--- config.mk ---
export PLATFORM = sky130hd
export DESIGN_NAME = pcm56_load_scheduler_flat
export DESIGN_NICKNAME = d
export VERILOG_FILES = /design/src/rtl/pcm56_load_scheduler_if.sv /design/src/rtl/pcm56_load_scheduler.sv /design/src/flat_wrapper.sv
export SDC_FILE = /design/constraint.sdc
export NUM_CORES = 1
export LEC_CHECK = 0
export ABC_AREA = 1
export BUFFER_PORTS_ARGS = -buffer_cell sky130_fd_sc_hd__clkbuf_2
export CORE_MARGIN = 5
export CORE_UTILIZATION = 50
export CTS_BUF_LIST = sky130_fd_sc_hd__clkbuf_2 sky130_fd_sc_hd__clkbuf_4 sky130_fd_sc_hd__clkbuf_8
export DETAILED_ROUTE_END_ITERATION = 12
export GPL_TIMING_DRIVEN = 0
export PLACE_DENSITY = 0.75
export SLEW_MARGIN = 10
export SYNTH_ARGS = -nofsm -noshare
export SYNTH_HDL_FRONTEND = slang
export SYNTH_SLANG_ARGS = --single-unit
--- constraint.sdc ---
create_clock -name bck_i -period 2.9 [get_ports bck_i]
set_input_delay 0.435 -clock bck_i [delete_from_list [all_inputs] [get_ports bck_i]]
set_output_delay 0.435 -clock bck_i [all_outputs]
set_load 0.02 [all_outputs]
--- src/rtl/pcm56_load_scheduler_if.sv ---
// Sample-in / DAC-out signal bundle for pcm56_load_scheduler.
// The master drives samples and mute; the slave (scheduler) drives the DAC pins and status.
interface pcm56_load_scheduler_if;
  logic               l_stb_i;
  logic signed [23:0] l_data_i;
  logic               r_stb_i;
  logic signed [23:0] r_data_i;
  logic               mute_i;
  logic [3:0]         sdo_o;
  logic [3:0]         le_o;
  logic               busy_o;
  logic               ovf_o;

  modport master (
    output l_stb_i, l_data_i, r_stb_i, r_data_i, mute_i,
    input  sdo_o, le_o, busy_o, ovf_o
  );

  modport slave (
    input  l_stb_i, l_data_i, r_stb_i, r_data_i, mute_i,
    output sdo_o, le_o, busy_o, ovf_o
  );
endinterface

--- src/rtl/pcm56_load_scheduler.sv ---
// Serialises left/right samples into four PCM56-style DACs, one channel pair at a time.
// Optional macro PCM56_ROUND_SAT_EN: round-to-nearest with saturation instead of truncation.
module pcm56_load_scheduler #(
  parameter int BITS      = 16,
  parameter int LATCH_LEN = 2
) (
  input  logic                   bck_i,
  input  logic                   rst_i,
  pcm56_load_scheduler_if.slave  bus
);

  typedef enum logic [1:0] {IDLE, SHIFT, LATCH} state_t;

  localparam int CNT_W = $clog2(BITS > LATCH_LEN ? BITS : LATCH_LEN) + 1;

  state_t             state, state_nxt;
  logic [CNT_W-1:0]   cnt;
  logic signed [23:0] l_hold_p0, r_hold_p0;
  logic               l_pend, r_pend;
  logic               sel_r;      // channel in flight, or last served while idle (1 = right)
  logic               sel_nxt;
  logic               load;
  logic               ovf;
  logic [BITS-1:0]    shreg_p1;
  logic               sdo_bit;

  function automatic logic [BITS-1:0] to_word(input logic signed [23:0] s);
`ifdef PCM56_ROUND_SAT_EN
    localparam logic signed [24:0] HALF = 25'sd1 <<< (23 - BITS);
    logic signed [24:0] sum;
    logic        [23:0] sat;
    sum = $signed({s[23], s}) + HALF;
    // Adding a positive half-LSB can only overflow towards +full-scale.
    if (sum[24:23] == 2'b01) sat = 24'h7FFFFF;
    else                     sat = sum[23:0];
    return sat[23 -: BITS];
`else
    return s[23 -: BITS];
`endif
  endfunction

  always_comb begin
    state_nxt = state;
    load      = 1'b0;
    sel_nxt   = sel_r;
    case (state)
      IDLE: begin
        if (l_pend || r_pend) begin
          state_nxt = SHIFT;
          load      = 1'b1;
          sel_nxt   = (l_pend && r_pend) ? ~sel_r : r_pend;
        end
      end
      SHIFT:   if (cnt == CNT_W'(BITS - 1))      state_nxt = LATCH;
      LATCH:   if (cnt == CNT_W'(LATCH_LEN - 1)) state_nxt = IDLE;
      default: state_nxt = IDLE;
    endcase
  end

  always_comb begin
    sdo_bit    = shreg_p1[BITS-1];
    bus.sdo_o  = 4'b0000;
    bus.le_o   = 4'b1111;
    if (state == SHIFT)
      bus.sdo_o = sel_r ? {sdo_bit, 1'b0, sdo_bit, 1'b0} : {1'b0, sdo_bit, 1'b0, sdo_bit};
    if (state == LATCH)
      bus.le_o  = sel_r ? 4'b0101 : 4'b1010;
    bus.busy_o = (state != IDLE);
    bus.ovf_o  = ovf;
  end

  always_ff @(posedge bck_i) begin
    if (rst_i) begin
      state     <= IDLE;
      cnt       <= '0;
      l_pend    <= 1'b0;
      r_pend    <= 1'b0;
      l_hold_p0 <= '0;
      r_hold_p0 <= '0;
      shreg_p1  <= '0;
      sel_r     <= 1'b1;
      ovf       <= 1'b0;
    end else begin
      state <= state_nxt;
      cnt   <= (state == IDLE || state_nxt != state) ? '0 : cnt + CNT_W'(1);

      // Stage p0: holding registers and pending flags
      if (bus.l_stb_i) l_hold_p0 <= bus.l_data_i;
      if (bus.r_stb_i) r_hold_p0 <= bus.r_data_i;
      if (bus.l_stb_i)              l_pend <= 1'b1;
      else if (load && !sel_nxt)    l_pend <= 1'b0;
      if (bus.r_stb_i)              r_pend <= 1'b1;
      else if (load && sel_nxt)     r_pend <= 1'b0;
      // A refill of the channel being consumed right now is not an overrun.
      if ((bus.l_stb_i && l_pend && !(load && !sel_nxt)) ||
          (bus.r_stb_i && r_pend && !(load &&  sel_nxt)))
        ovf <= 1'b1;

      // Stage p1: word shifter
      if (load) begin
        shreg_p1 <= bus.mute_i ? '0 : to_word(sel_nxt ? r_hold_p0 : l_hold_p0);
        sel_r    <= sel_nxt;
      end else if (state == SHIFT) begin
        shreg_p1 <= shreg_p1 << 1;
      end
    end
  end

endmodule

--- src/flat_wrapper.sv ---
// flat-port wrapper written by rule: the top's interface ports become plain ports
module pcm56_load_scheduler_flat 
#(
  parameter int BITS      = 16,
  parameter int LATCH_LEN = 2
)
  (bck_i, rst_i, bus_l_stb_i, bus_l_data_i, bus_r_stb_i, bus_r_data_i, bus_mute_i, bus_sdo_o, bus_le_o, bus_busy_o, bus_ovf_o);
  pcm56_load_scheduler_if bus_i ();
  input  logic bck_i;
  input  logic rst_i;
  input wire logic [$bits(bus_i.l_stb_i)-1:0] bus_l_stb_i;
  input wire logic [$bits(bus_i.l_data_i)-1:0] bus_l_data_i;
  input wire logic [$bits(bus_i.r_stb_i)-1:0] bus_r_stb_i;
  input wire logic [$bits(bus_i.r_data_i)-1:0] bus_r_data_i;
  input wire logic [$bits(bus_i.mute_i)-1:0] bus_mute_i;
  output wire logic [$bits(bus_i.sdo_o)-1:0] bus_sdo_o;
  output wire logic [$bits(bus_i.le_o)-1:0] bus_le_o;
  output wire logic [$bits(bus_i.busy_o)-1:0] bus_busy_o;
  output wire logic [$bits(bus_i.ovf_o)-1:0] bus_ovf_o;
  assign bus_i.l_stb_i = bus_l_stb_i;
  assign bus_i.l_data_i = bus_l_data_i;
  assign bus_i.r_stb_i = bus_r_stb_i;
  assign bus_i.r_data_i = bus_r_data_i;
  assign bus_i.mute_i = bus_mute_i;
  assign bus_sdo_o = bus_i.sdo_o;
  assign bus_le_o = bus_i.le_o;
  assign bus_busy_o = bus_i.busy_o;
  assign bus_ovf_o = bus_i.ovf_o;
  pcm56_load_scheduler #(.BITS(BITS), .LATCH_LEN(LATCH_LEN)) u_core (.bck_i(bck_i), .rst_i(rst_i), .bus(bus_i));
endmodule
# --- Word-level counts from Yosys, hierarchy flattened ---
# Cells that the tools add are included.
totals:
  in_bits: 53
  elab_cells: 56
  mem_count: 0
  register_bits: 75
  ram_bits: 0
  latchBits: 0
  mem_bits_ro: 0
classes:
  eq_ne: 5
  bitwise_logic: 1
  n_reduce_logical: 19
  n_mul: 0
  addsub: 1
  shift: 0
  muxes: 21
  n_div: 0
  order_cmp: 0
op_table:
  columns: ["operator", "count"]
  rows:
  - ["2-to-1 mux 16 bit", 3]
  - ["2-to-1 mux 24 bit", 1]
  - ["2-to-1 mux 4 bit", 4]
  - ["2-to-1 mux 1 bit", 9]
  - ["nonzero test 2 bit", 4]
  - ["logical AND 1 bit", 7]
  - ["2-to-1 mux 2 bit", 3]
  - ["one-hot mux 2 bit (3 select lines)", 1]
  - ["adder 5 x 1 -> 5 bit, second input constant", 1]
  - ["equality test 5 x 1 -> 1 bit, second input constant", 1]
  - ["equality test 5 x 4 -> 1 bit, second input constant", 1]
  - ["logical NOT 1 bit", 3]
  - ["logical OR 1 bit", 3]
  - ["equality test 2 x 1 -> 1 bit, second input constant", 1]
  - ["equality test 2 bit, second input constant", 1]
  - ["logical NOT 2 bit", 1]
  - ["!= test 2 bit", 1]
  - ["OR reduction 2 bit", 1]
  - ["NOT 1 bit", 1]

# --- Depth between registers and ports, before layout ---
logic_depth:
  depth_word: 9
  depth_mapped: 8
  mapped_depth_nobuf: 7

# --- Least setup slack after synthesis ---
# Ideal clock, no wire load.
synth_path:
  path_type: "register to output"
  from: "register u_core.state[0]"
  to: "output bus_sdo_o[3]"
  setup_slack_ns: 0.851
  n_path_buf: 3
  path_stages_with_launch: 6
  t_arrival_ns: 1.614
  path_cell_list: "dfxtp_1 > nand2_1 > clkbuf_2 > buf_4 > nor3_1 > buf_4"
synth_between:
  elab_chain_len: 2
synth_rtl:
  columns: ["element", "line_no", "text"]
  rows:
  - ["start: declaration", "pcm56_load_scheduler.sv:16", "state_t state, state_nxt;"]
  - ["start signal: assignment", "pcm56_load_scheduler.sv:84", "state <= state_nxt;"]
  - ["equality test 2 x 1 -> 1 bit", "pcm56_load_scheduler.sv:64", "if (state == SHIFT)"]
  - ["2-to-1 mux 4 bit", "pcm56_load_scheduler.sv:64", null]
  - ["end: declaration", "flat_wrapper.sv:16", "output wire logic [$bits(bus_i.sdo_o)-1:0] bus_sdo_o;"]
# No other way between the ends.

# --- Worst setup path in the final report ---
layout_path:
  from: "register u_core.state[0]"
  to: "output bus_sdo_o[2]"
# The elaborated chain is that of the path after synthesis.

==> metrics.cfg <==
[placed_design]
pre_cts_ws_ps=968
dp.final_hpwl_mm=4.46
placed_area_um2=2920
io_buffers=46
placedCellCount=456
finalWeightedCongestion=0.829

[worst_setup_path]
slowest_stage=dfxtp_1
critPathTopFamily=buffers and inverters
slowest_delay_ps=450
crit_chain=nand2_1 > clkbuf_2 > buf_4 > nor3_1 > buf_4 > clkbuf_2
required_ps=2470
cp-start-kind=flip-flop
cp_data_arrival_time_ps=1890
worst-path-buf-inv=4
path_class=flip-flop to output port
endpoint_kind=output port
critPathMaxFanout=10

[sta]
finalWorstSetupSlack_ps=575
tightest_slew_ps=473
finalCritPeriodShare=0.802
rsz0062_at_grt=false
tns_ps=0
drv_slew=0
period_needed_ps=2320
setup_viol=0
hold_violations=0
slew_headroom=0.685
fin_skew_ps=5.30
fmax_ghz=0.430

[final_layout]
syn2layout_area_growth_pct=20.9
n_fill_cell=499
layout-drive-gt1-share=0.209
mostFrequentLayoutCells=64 x o21ai_0, 59 x dfxtp_1, 53 x nand3_1
stdcell_count=472
fin_area_um2=3140
nets=453
finish.utilization=0.619
diodes=0
layout_commonest_cell=o21ai_0

[logic_synthesis]
synth-seq-area-share=0.455
yosys_warnings=0
synth_area_um2=2600
synth_edf_count=0
synth_top_area_frac=0.455
synthCells=340
async_flop_share=0
syn_avg_cell_area_um2=7.64
synth_area_leaders=dfxtp_1 45%, o21ai_0 12%, nand3_1 10%, a21oi_1 9.8%, inv_1 6.8%
synth_nets=396
synth_top_flop_cell=dfxtp_1
synth_cell_types=26
synth_top_area_cell=dfxtp_1
synth_seq_cells=59

[clock_network]
h-tree-depth=3
post_cts_buffers=0
cts_buffers=9
root_buffer=clkbuf_8
clk_latency_ps=330
clkSinkCount=59
cts_resized=0
cts.clk_slew.worst_paths_ps=70
cts_buffer_depth=2
cts_hold_buf=0
cts_tree=yes

[grt]
grt-ovfl-total=0
grt_pass1_vias=2261
grt_pass1_wl_mm=10.2
antenna_found_initial=0
grt_usage=0.198
grt_max_degree=11

[route]
dr.pass1.iters=5
via_count=2404
ant_nets=0
routed_wirelength_mm=6.04
drc_errors=0
viasPerCell=5.09
post_drt_wl_per_cell_um=12.8
drt_iter0_drc=207

[pwr]
ir_worst_vdd_mv=0.307
total_leakage_power_nw=1.38
power_density_nw_per_um2=660

[die]
die_width_um=82.1
core_um2=5070
io_pins=63
num_rows=26
die_area_um2=6740
start_util=0.512
die_h_um=82.1

[outcome]
outcome=complete, no violations

[run]
maxCapViolations=0

[hold_path]
hp-class=primary input to flip-flop

[report_power, final]
group	switching, W	internal, W
registers	0.0000293	0.000878
clock network	0.000315	0.000526
logic	0.000205	0.000119
[sequential cells by signal (all words and copies together), names as in the netlist]
name and cells:
u_core.shreg_p1 16, u_core.r_hold_p0 16, u_core.state 2, u_core.l_pend 1
u_core.bus.ovf_o 1, u_core.cnt 5, u_core.l_hold_p0 16, u_core.r_pend 1
u_core.sel_r 1
[path summary, 6_finish.rpt]
path / start / end / slack [ps] / cells after the start
worst max register to register: u_core.r_pend / u_core.shreg_p1[14] / 1470 / 5
worst min register to register: u_core.r_hold_p0[22] / u_core.r_hold_p0[22] / 460 / 2
worst max-delay path: u_core.state[0] / bus_sdo_o[2] / 580 / 6
worst min-delay path: rst_i / u_core.l_pend / 370 / 2
[stage by stage]
stage,hold slack [ps],total power (W)
floorplan,430,0.00115
global placement,440,0.00124
detailed placement,451,0.00124
CTS,351,0.00208
global route,352,0.00217
finish,366,0.00207
[worst reg2reg max path, cell delays in order, from the launching register on]
cell	delay [ps]
dfxtp_1	390
o21ai_4	320
nand2_2	160
buf_2	210
o21ai_0	180
a21oi_1	60
[logic make-up after synthesis]
kind of cell	Yosys count	share of synthesized area
buf+inv	72	0.120
flops	59	0.455
compound gates	119	0.235
xor+xnor	2	0.00674
fa+ha+maj	3	0.0144
simple gates	85	0.169
[final cells by class]
cell class                      count  area [µm²]  share of cell area
Buffer                             25         135              0.0430
Clock buffer                       11         151              0.0482
Clock inverter                      5        75.1              0.0239
Inverter                           47         176              0.0561
Multi-Input combinational cell    209        1110               0.352
Sequential cell                    59        1180               0.376
Tap cell                           70        87.6              0.0279
Timing Repair Buffer               46         230              0.0732
[layer usage]
metal,share of wire,global-route usage,up-vias
met3,0.057,0.0325,12
met4,0.019,0.0997,0
met5,0,0,-
met2,0.43,0.303,80
met1,0.49,0.271,1057
li1,-,-,1255
[synth_stat cells, types with 2 or more instances]
cell type / n
o21ai_0: 64
dfxtp_1: 59
nand3_1: 53
a21oi_1: 51
inv_1: 47
nand2_1: 16
clkbuf_1: 10
buf_4: 7
nor2_1: 7
buf_2: 4
ha_1: 3
nand2_2: 3
clkbuf_2: 2
nor3_1: 2
Power figures use the tool's default switching activity.
